### src/rtl/uart_tx_arbiter.sv
// Round-robin arbiter sharing the UART TX FIFO write port among four level-held message sources.
// Optional periodic resend of live state is compiled in with `UART_ARB_REFRESH_EN.
module uart_tx_arbiter #(
  parameter int GAP_CYCLES     = 16,
  parameter int REFRESH_CYCLES = 6_500_000
) (
  input  logic       clk,
  input  logic       rst,
  input  logic [7:0] data_game_state_sel,
  input  logic [7:0] data_shoot_control,
  input  logic [7:0] data_mouse_control,
  input  logic [7:0] data_score_control,
  input  logic       tx_full,
  output logic [7:0] w_data,
  output logic       wr_uart,
  output logic [1:0] grant_id
);

  typedef enum logic [1:0] {IDLE, SEND, GAP} state_t;

  state_t     state;
  logic [7:0] src_dat   [4];
  logic [7:0] last_sent [4];
  logic [3:0] pending;
  logic [3:0] elig;
  logic [1:0] rr_ptr;
  logic [1:0] winner;
  logic       any_elig;
  logic [7:0] gap_cnt;
  logic       refresh_tick;

  assign src_dat[0] = data_game_state_sel;
  assign src_dat[1] = data_shoot_control;
  assign src_dat[2] = data_mouse_control;
  assign src_dat[3] = data_score_control;

`ifdef UART_ARB_REFRESH_EN
  logic [31:0] refresh_cnt;

  always_ff @(posedge clk or posedge rst) begin
    if (rst) begin
      refresh_cnt <= '0;
    end else if (refresh_tick) begin
      refresh_cnt <= '0;
    end else begin
      refresh_cnt <= refresh_cnt + 32'd1;
    end
  end

  assign refresh_tick = (refresh_cnt == 32'(REFRESH_CYCLES - 1));
`else
  // Period is only meaningful when the resend counter is built.
  localparam int unused_refresh_cycles = REFRESH_CYCLES;
  assign refresh_tick = 1'b0;
`endif

  // A pending source whose word has since dropped to idle must not be granted.
  always_comb begin
    winner   = rr_ptr;
    any_elig = 1'b0;
    for (int i = 0; i < 4; i++) begin
      elig[i] = pending[i] && (src_dat[i] != 8'h00);
    end
    for (int k = 0; k < 4; k++) begin
      if (!any_elig && elig[rr_ptr + 2'(k)]) begin
        winner   = rr_ptr + 2'(k);
        any_elig = 1'b1;
      end
    end
  end

  always_ff @(posedge clk or posedge rst) begin
    if (rst) begin
      state    <= IDLE;
      w_data   <= 8'h00;
      wr_uart  <= 1'b0;
      grant_id <= 2'd0;
      rr_ptr   <= 2'd0;
      gap_cnt  <= 8'd0;
      pending  <= 4'd0;
      for (int i = 0; i < 4; i++) begin
        last_sent[i] <= 8'h00;
      end
    end else begin
      for (int i = 0; i < 4; i++) begin
        if (src_dat[i] == 8'h00) begin
          last_sent[i] <= 8'h00;
          pending[i]   <= 1'b0;
        end else if ((src_dat[i] != last_sent[i]) ||
                     (refresh_tick && (last_sent[i] != 8'h00))) begin
          pending[i] <= 1'b1;
        end
      end

      case (state)
        IDLE: begin
          if (any_elig && !tx_full) begin
            w_data   <= src_dat[winner];
            grant_id <= winner;
            wr_uart  <= 1'b1;
            state    <= SEND;
          end
        end
        SEND: begin
          // Committing the sent word lets a change during SEND re-arm pending next cycle.
          wr_uart             <= 1'b0;
          last_sent[grant_id] <= w_data;
          pending[grant_id]   <= 1'b0;
          rr_ptr              <= grant_id + 2'd1;
          gap_cnt             <= 8'd0;
          state               <= GAP;
        end
        GAP: begin
          if (gap_cnt == 8'(GAP_CYCLES - 1)) begin
            state <= IDLE;
          end else begin
            gap_cnt <= gap_cnt + 8'd1;
          end
        end
        default: state <= IDLE;
      endcase
    end
  end

endmodule

### config.mk
export PLATFORM = sky130hd
export DESIGN_NAME = uart_tx_arbiter
export DESIGN_NICKNAME = d
export VERILOG_FILES = /design/src/rtl/uart_tx_arbiter.sv
export SDC_FILE = /design/constraint.sdc
export NUM_CORES = 1
export LEC_CHECK = 0
export ABC_CLOCK_PERIOD_IN_PS = 2400
export CAP_MARGIN = 20
export CORE_ASPECT_RATIO = 1.5
export CORE_MARGIN = 3
export CORE_UTILIZATION = 46
export DETAILED_ROUTE_END_ITERATION = 7
export GPL_ROUTABILITY_DRIVEN = 0
export PLACE_DENSITY_LB_ADDON = 0.2
export SETUP_SLACK_MARGIN = 0.1
export SYNTH_ARGS = -nofsm -noshare
export SYNTH_HDL_FRONTEND = slang
export SYNTH_SLANG_ARGS = --single-unit
### constraint.sdc
create_clock -name clk -period 2.4 [get_ports clk]
set_clock_uncertainty 0.15 [all_clocks]
set_input_delay 0.48 -clock clk [delete_from_list [all_inputs] [get_ports clk]]
set_output_delay 0.48 -clock clk [all_outputs]
set_load 0.01 [all_outputs]
==> run metrics, run 1 <==
CTS Buffer Depth=2; pin count of the biggest net entering global routing=60; Mapped Avg Cell Area=9.42 sq um; Synth Cell Area=3170 sq um; Final min period=2.39 ns; residual DRC count=0; share of synthesized flip-flops with an asynchronous set or reset=1.00; RR Endpoint=w_data[7]; Hold Fails Final Rpt=0; vias per inst=5.58; DIE HEIGHT=108 um; CP endpoint=w_data[7]; Hold Path Class=reg2reg; register clock-pin slew on the reported worst setup and hold paths=0.07 ns; Leak=1.96 nW; sequential share of the synthesized area=0.465; initial antenna violation count=0; Die ar.=7950 sq um; antenna-violating nets left=0; warnings from Yosys=0; crit end category=flip-flop; R2R setup slack=0.46 ns; Worst EP arrival=2.48 ns; number of global-route vias before repair=2964; status=finished, final reports clean; gr ovfl total=0; site row count=36; Net Switching=0.00185 W; Pwr Total=0.00489 W; cts hold-fix bufs=0; Num CTS Buffers=9; H-tree levels=3; routed wire length=9290 um; register bit total from synthesis=59; number of port buffers=45; fraction of layout cells with a size suffix above 1=0.271; gr usage total=0.252; fin crit share=0.995; Pwr Density=1100 nW/um^2; Slew headroom=0.761; RSZ-0062 raised after global routing=yes; routed len/inst=17.8 um; placed inst area=4130 sq um; Distinct cells, synth=40; Pint=0.00304 W; initial core utilization=0.483; FILL cells=534; core footprint=6580 sq um; commonest non-fill, non-tap cells in the layout=85 x nand2_1, 59 x dfrtp_1, 55 x buf_4; Clock Latency Late Sink=0.34 ns; switching share of power=0.379; synthesized instance count=337; final core occ=0.676; initial DRC count=234; HPWL after detailed placement=6790 um; via count=2918; DRT Pass-1 Iters=4; Reg power frac=0.369; IO Pins=46; crit path max fanout=8; final instance area=4440 sq um; Inserted Diodes=0; first-pass GRT wire length=14800 um; clock network power share=0.182; hold slack=0.339 ns; Startpoint Class=input pin; Setup CP Type=in2reg; Max Fclk=0.419 GHz; most common cell after layout, fill and taps aside=nand2_1; Worst VDD drop=0.000752 V; worst setup path startpoint=data_shoot_control[7]; CTS tree=yes; Pins Over Slew Limit=0; MaxCap Viol Count=0; WP data required=2.49 ns; clock root cell=clkbuf_8; EDFF count, synth=0; fin nets=483; clock sinks=59; area grow syn2layout=40.0%; final setup violation count=0; Top FF cell, synth=dfrtp_1; Worst Tran Pin Value=0.359 ns; Gate power share=0.449; hold path startpoint=wr_uart; Syn Nets=377; Crit Reg-Reg Startpoint=state[1]; DIE WIDTH=73.8 um; reg2reg path depth=5
[cells in the mapped netlist (all sizes together) (2+ instances only)]
| cell | count | area share |
|---|---|---|
| nor4 | 6 | 0.012 |
| o221ai | 10 | 0.028 |
| nand4 | 4 | 0.0079 |
| and2 | 5 | 0.0099 |
| dfrtp | 59 | 0.47 |
| a21oi | 2 | 0.0032 |
| and3 | 2 | 0.0043 |
| ha | 5 | 0.020 |
| o21ai | 32 | 0.058 |
| or4 | 6 | 0.019 |
| nand2b | 2 | 0.0039 |
| nor2b | 2 | 0.0039 |
| o21a | 2 | 0.0047 |
| buf | 5 | 0.014 |
| nand2 | 85 | 0.10 |
| xnor2 | 28 | 0.077 |
| clkbuf | 5 | 0.0059 |
| inv | 8 | 0.0095 |
| nor2 | 12 | 0.014 |
| xor2 | 10 | 0.028 |
| nand3 | 17 | 0.027 |
| mux2i | 16 | 0.050 |
| nor3 | 4 | 0.0063 |
[worst min-delay path by stage]
stage	endpoint	slack, ns	cells after the start
floorplan	gap_cnt[0]	0.34	1
global placement	wr_uart	0.31	2
detailed placement	wr_uart	0.32	2
CTS	wr_uart	0.34	2
global route	wr_uart	0.36	2
finish	wr_uart	0.34	2
[worst max-delay path, stage by stage]
cell and delay, ns:
dlygate4sd2_1 0.24, or4_4 0.57, o21a_4 0.27, nor3_4 0.13, o32ai_2 0.12, or2_1 0.30, buf_12 0.16, o221ai_2 0.21
[power by group through the flow]
stage          Clock, W  Sequential [W]  Combinational [W]
4_1_cts        0.000901         0.00180            0.00212
5_1_grt        0.000937         0.00186            0.00240
2_1_floorplan         0         0.00177            0.00121
3_3_place_gp          0         0.00180            0.00198
3_5_place_dp          0         0.00181            0.00202
6_report       0.000892         0.00180            0.00219
[cell type report]
cell class	count	area (sq um)	share of cell area
clock inverters	4	51.3	0.0115
repair buffers	105	893	0.201
clock buffers	11	141	0.0318
flip-flops and latches	59	1480	0.332
multi-input cells	260	1760	0.395
well taps	76	95.1	0.0214
inverters	8	30.0	0.00676
[stage by stage]
step           setup slack, ns  instances  TNS (ns)
2_1_floorplan         -0.00223        337  -0.00223
3_3_place_gp            -0.632        505     -5.90
3_5_place_dp            -0.671        505     -6.16
4_1_cts                 0.0721        524         0
5_1_grt                -0.0733        523    -0.254
6_report                0.0126        523         0
[layer usage]
layer  track usage  up-vias  part of all wire
met5             0        -                 0
met4         0.139        0             0.052
met3        0.0383       35             0.070
met2         0.415      118              0.50
met1         0.308     1387              0.38
li1              -     1378                 -
[registers in the layout (all words and copies together), names as in the netlist]
name       cells
w_data         8
wr_uart        1
state          2
grant_id       2
rr_ptr         2
last_sent     32
pending        4
gap_cnt        8
[repair_timing]
item	CTS	global route
pin swaps	17	9
gates resized for setup	81	13
endpoints found under the setup margin	10	10
buffers inserted	4	0
[cells by family after synthesis]
group	after synthesis	share of synthesized area
AO/OA/AOI/OAI	52	0.111
XOR/XNOR	38	0.105
adder cells (fa/ha/maj)	5	0.0197
buffers and inverters	18	0.0296
flip-flops	59	0.465
multiplexers	17	0.0540
AND/OR/NAND/NOR	148	0.216
Power figures use the tool's default switching activity.
==> inputs of run 2 (changes only) <==
SETUP_SLACK_MARGIN = unset   (was 0.1)
==> run 2 against run 1 <==
Net effect:
- the flow now finishes with violations (setup timing)
- final cell count is 0.38% lower
- register-to-register slack worse by 0.09 ns
- non-clock buffer count shrank 3
- via count fell by 1.1%
- power rose by 6.4%
- clock-buffer cell count shrank 1
- clock power grew 29%
- critical path depth unchanged
- first-iteration DRC count shrank 21%
- sequential power increased by 4%
- maximum frequency down 1.6%
- die area unchanged
- critical path type unchanged
- largest power group unchanged
- highest routed layer unchanged
==> run metrics, run 2 (synthesized netlist as in run 1, its figures left out) <==
vias per inst=5.54; commonest non-fill, non-tap cells in the layout=85 x nand2_1, 59 x dfrtp_1, 51 x buf_4; Die ar.=7950 sq um; largest register by flop count=last_sent; core footprint=6580 sq um; first-pass GRT wire length=14200 um; Setup CP Type=in2reg; Hold Path Class=in2async; reg2reg path depth=6; initial antenna violation count=0; number of port buffers=45; IO Pins=46; Hold Fails Final Rpt=0; gr usage total=0.243; HPWL after detailed placement=6700 um; DIE HEIGHT=108 um; Max Fclk=0.412 GHz; antenna-violating nets left=0; Worst Tran Pin Value=0.666 ns; status=finished, violations left; via count=2886; routed len/inst=17.6 um; Startpoint Class=input pin; final cell count without fillers=521; crit end category=flip-flop; failing checks=setup timing; Slew headroom=0.555; area grow syn2layout=42.1%; hold slack=0.288 ns; Pwr Density=1150 nW/um^2; Final WS setup=-0.0260 ns; Leak=1.99 nW; initial core utilization=0.483; Pins Over Slew Limit=0; WP data required=2.47 ns; number of global-route vias before repair=2858; CTS tree=yes; fraction of layout cells with a size suffix above 1=0.276; final core occ=0.686; MaxCap Viol Count=0; final setup violation count=2; DIE WIDTH=73.8 um; fin crit share=1.01; largest registers=last_sent (32), gap_cnt (8), w_data (8); placed cells=500; Num CTS Buffers=9; cts hold-fix bufs=0; CTS Buffer Depth=2; residual DRC count=0; Pwr Total=0.00520 W; Worst VDD drop=0.000615 V; fin nets=480; Inserted Diodes=0; RSZ-0062 raised after global routing=yes; Clock Latency Late Sink=0.35 ns; clock sinks=59; routed wire length=9190 um; site row count=36; final setup TNS=-0.0340 ns; DRT Pass-1 Iters=5; H-tree levels=3; gr ovfl total=0; Worst EP arrival=2.50 ns; clock root cell=clkbuf_8; pin count of the biggest net entering global routing=19; initial DRC count=186; FILL cells=508; crit path max fanout=9; register clock-pin slew on the reported worst setup and hold paths=0.07 ns; most common cell after layout, fill and taps aside=nand2_1; Largest register FFs=32; Final min period=2.43 ns
run 2: cell count changes in the layout (fill, tap and decap cells not counted), moves of 3 or more:
cell,before,now
o221ai_2,6,3
mux2i_1,12,9
dlygate4sd2_1,8,3
buf_6,7,4
clkdlybuf4s50_1,21,18
clkbuf_2,1,4
mux2i_4,2,5
buf_4,55,51
buf_2,7,10
run 2: power breakdown:
part           leakage (nW)  switching [W]  internal (W)  total (W)
Sequential            0.721       0.000461       0.00141    0.00187
Combinational          1.15        0.00100       0.00118    0.00218
Clock                 0.123       0.000427      0.000719    0.00115
Total                  1.99        0.00189       0.00331    0.00520
run 2: routing by layer:
metal / up-vias / GRT usage / share of wire
li1: 1370 / - / -
met1: 1386 / 0.291 / 0.40
met2: 100 / 0.391 / 0.50
met3: 30 / 0.0561 / 0.055
met4: 0 / 0.140 / 0.049
met5: - / 0 / 0
run 2: final timing paths:
check | start | to | slack (ns)
setup / recovery | data_mouse_control[1] | w_data[7] | -0.03
min in group clk | wr_uart | wr_uart | 0.34
max in group asynchronous | rst | gap_cnt[5] | 1.32
hold / removal | rst | last_sent[28] | 0.29
hold reg to reg | wr_uart | wr_uart | 0.34
setup reg to reg | gap_cnt[7] | gap_cnt[7] | 0.37
run 2: final cells by class:
| cell class | instances | area, sq um | area share |
|---|---|---|---|
| Timing Repair Buffer | 102 | 892 | 0.198 |
| Inverter | 8 | 30.0 | 0.00666 |
| Tap cell | 76 | 95.1 | 0.0211 |
| Sequential cell | 59 | 1480 | 0.327 |
| Clock buffer | 10 | 138 | 0.0305 |
| Multi-Input combinational cell | 260 | 1770 | 0.392 |
| Clock inverter | 6 | 111 | 0.0247 |
run 2: metrics by stage:
step | cell area, sq um | setup slack, ns
3_3_place_gp | 4110 | -0.557
3_5_place_dp | 4110 | -0.609
5_1_grt | 4510 | -0.0907
2_1_floorplan | 3190 | -0.00223
6_report | 4510 | -0.0260
4_1_cts | 4400 | -0.00128
run 2: timing repair:
action,in CTS,in global routing
resized for setup,77,36
setup endpoints to repair,10,9
pin swaps,12,11
setup buffers,3,2
cloned,1,0
run 2: critical path, stage by stage:
cell and delay (ns):
buf_6 0.10, or4_4 0.55, o21ai_4 0.30, nand3_2 0.13, a22oi_2 0.29, buf_8 0.24, mux2i_2 0.26, o221ai_1 0.15
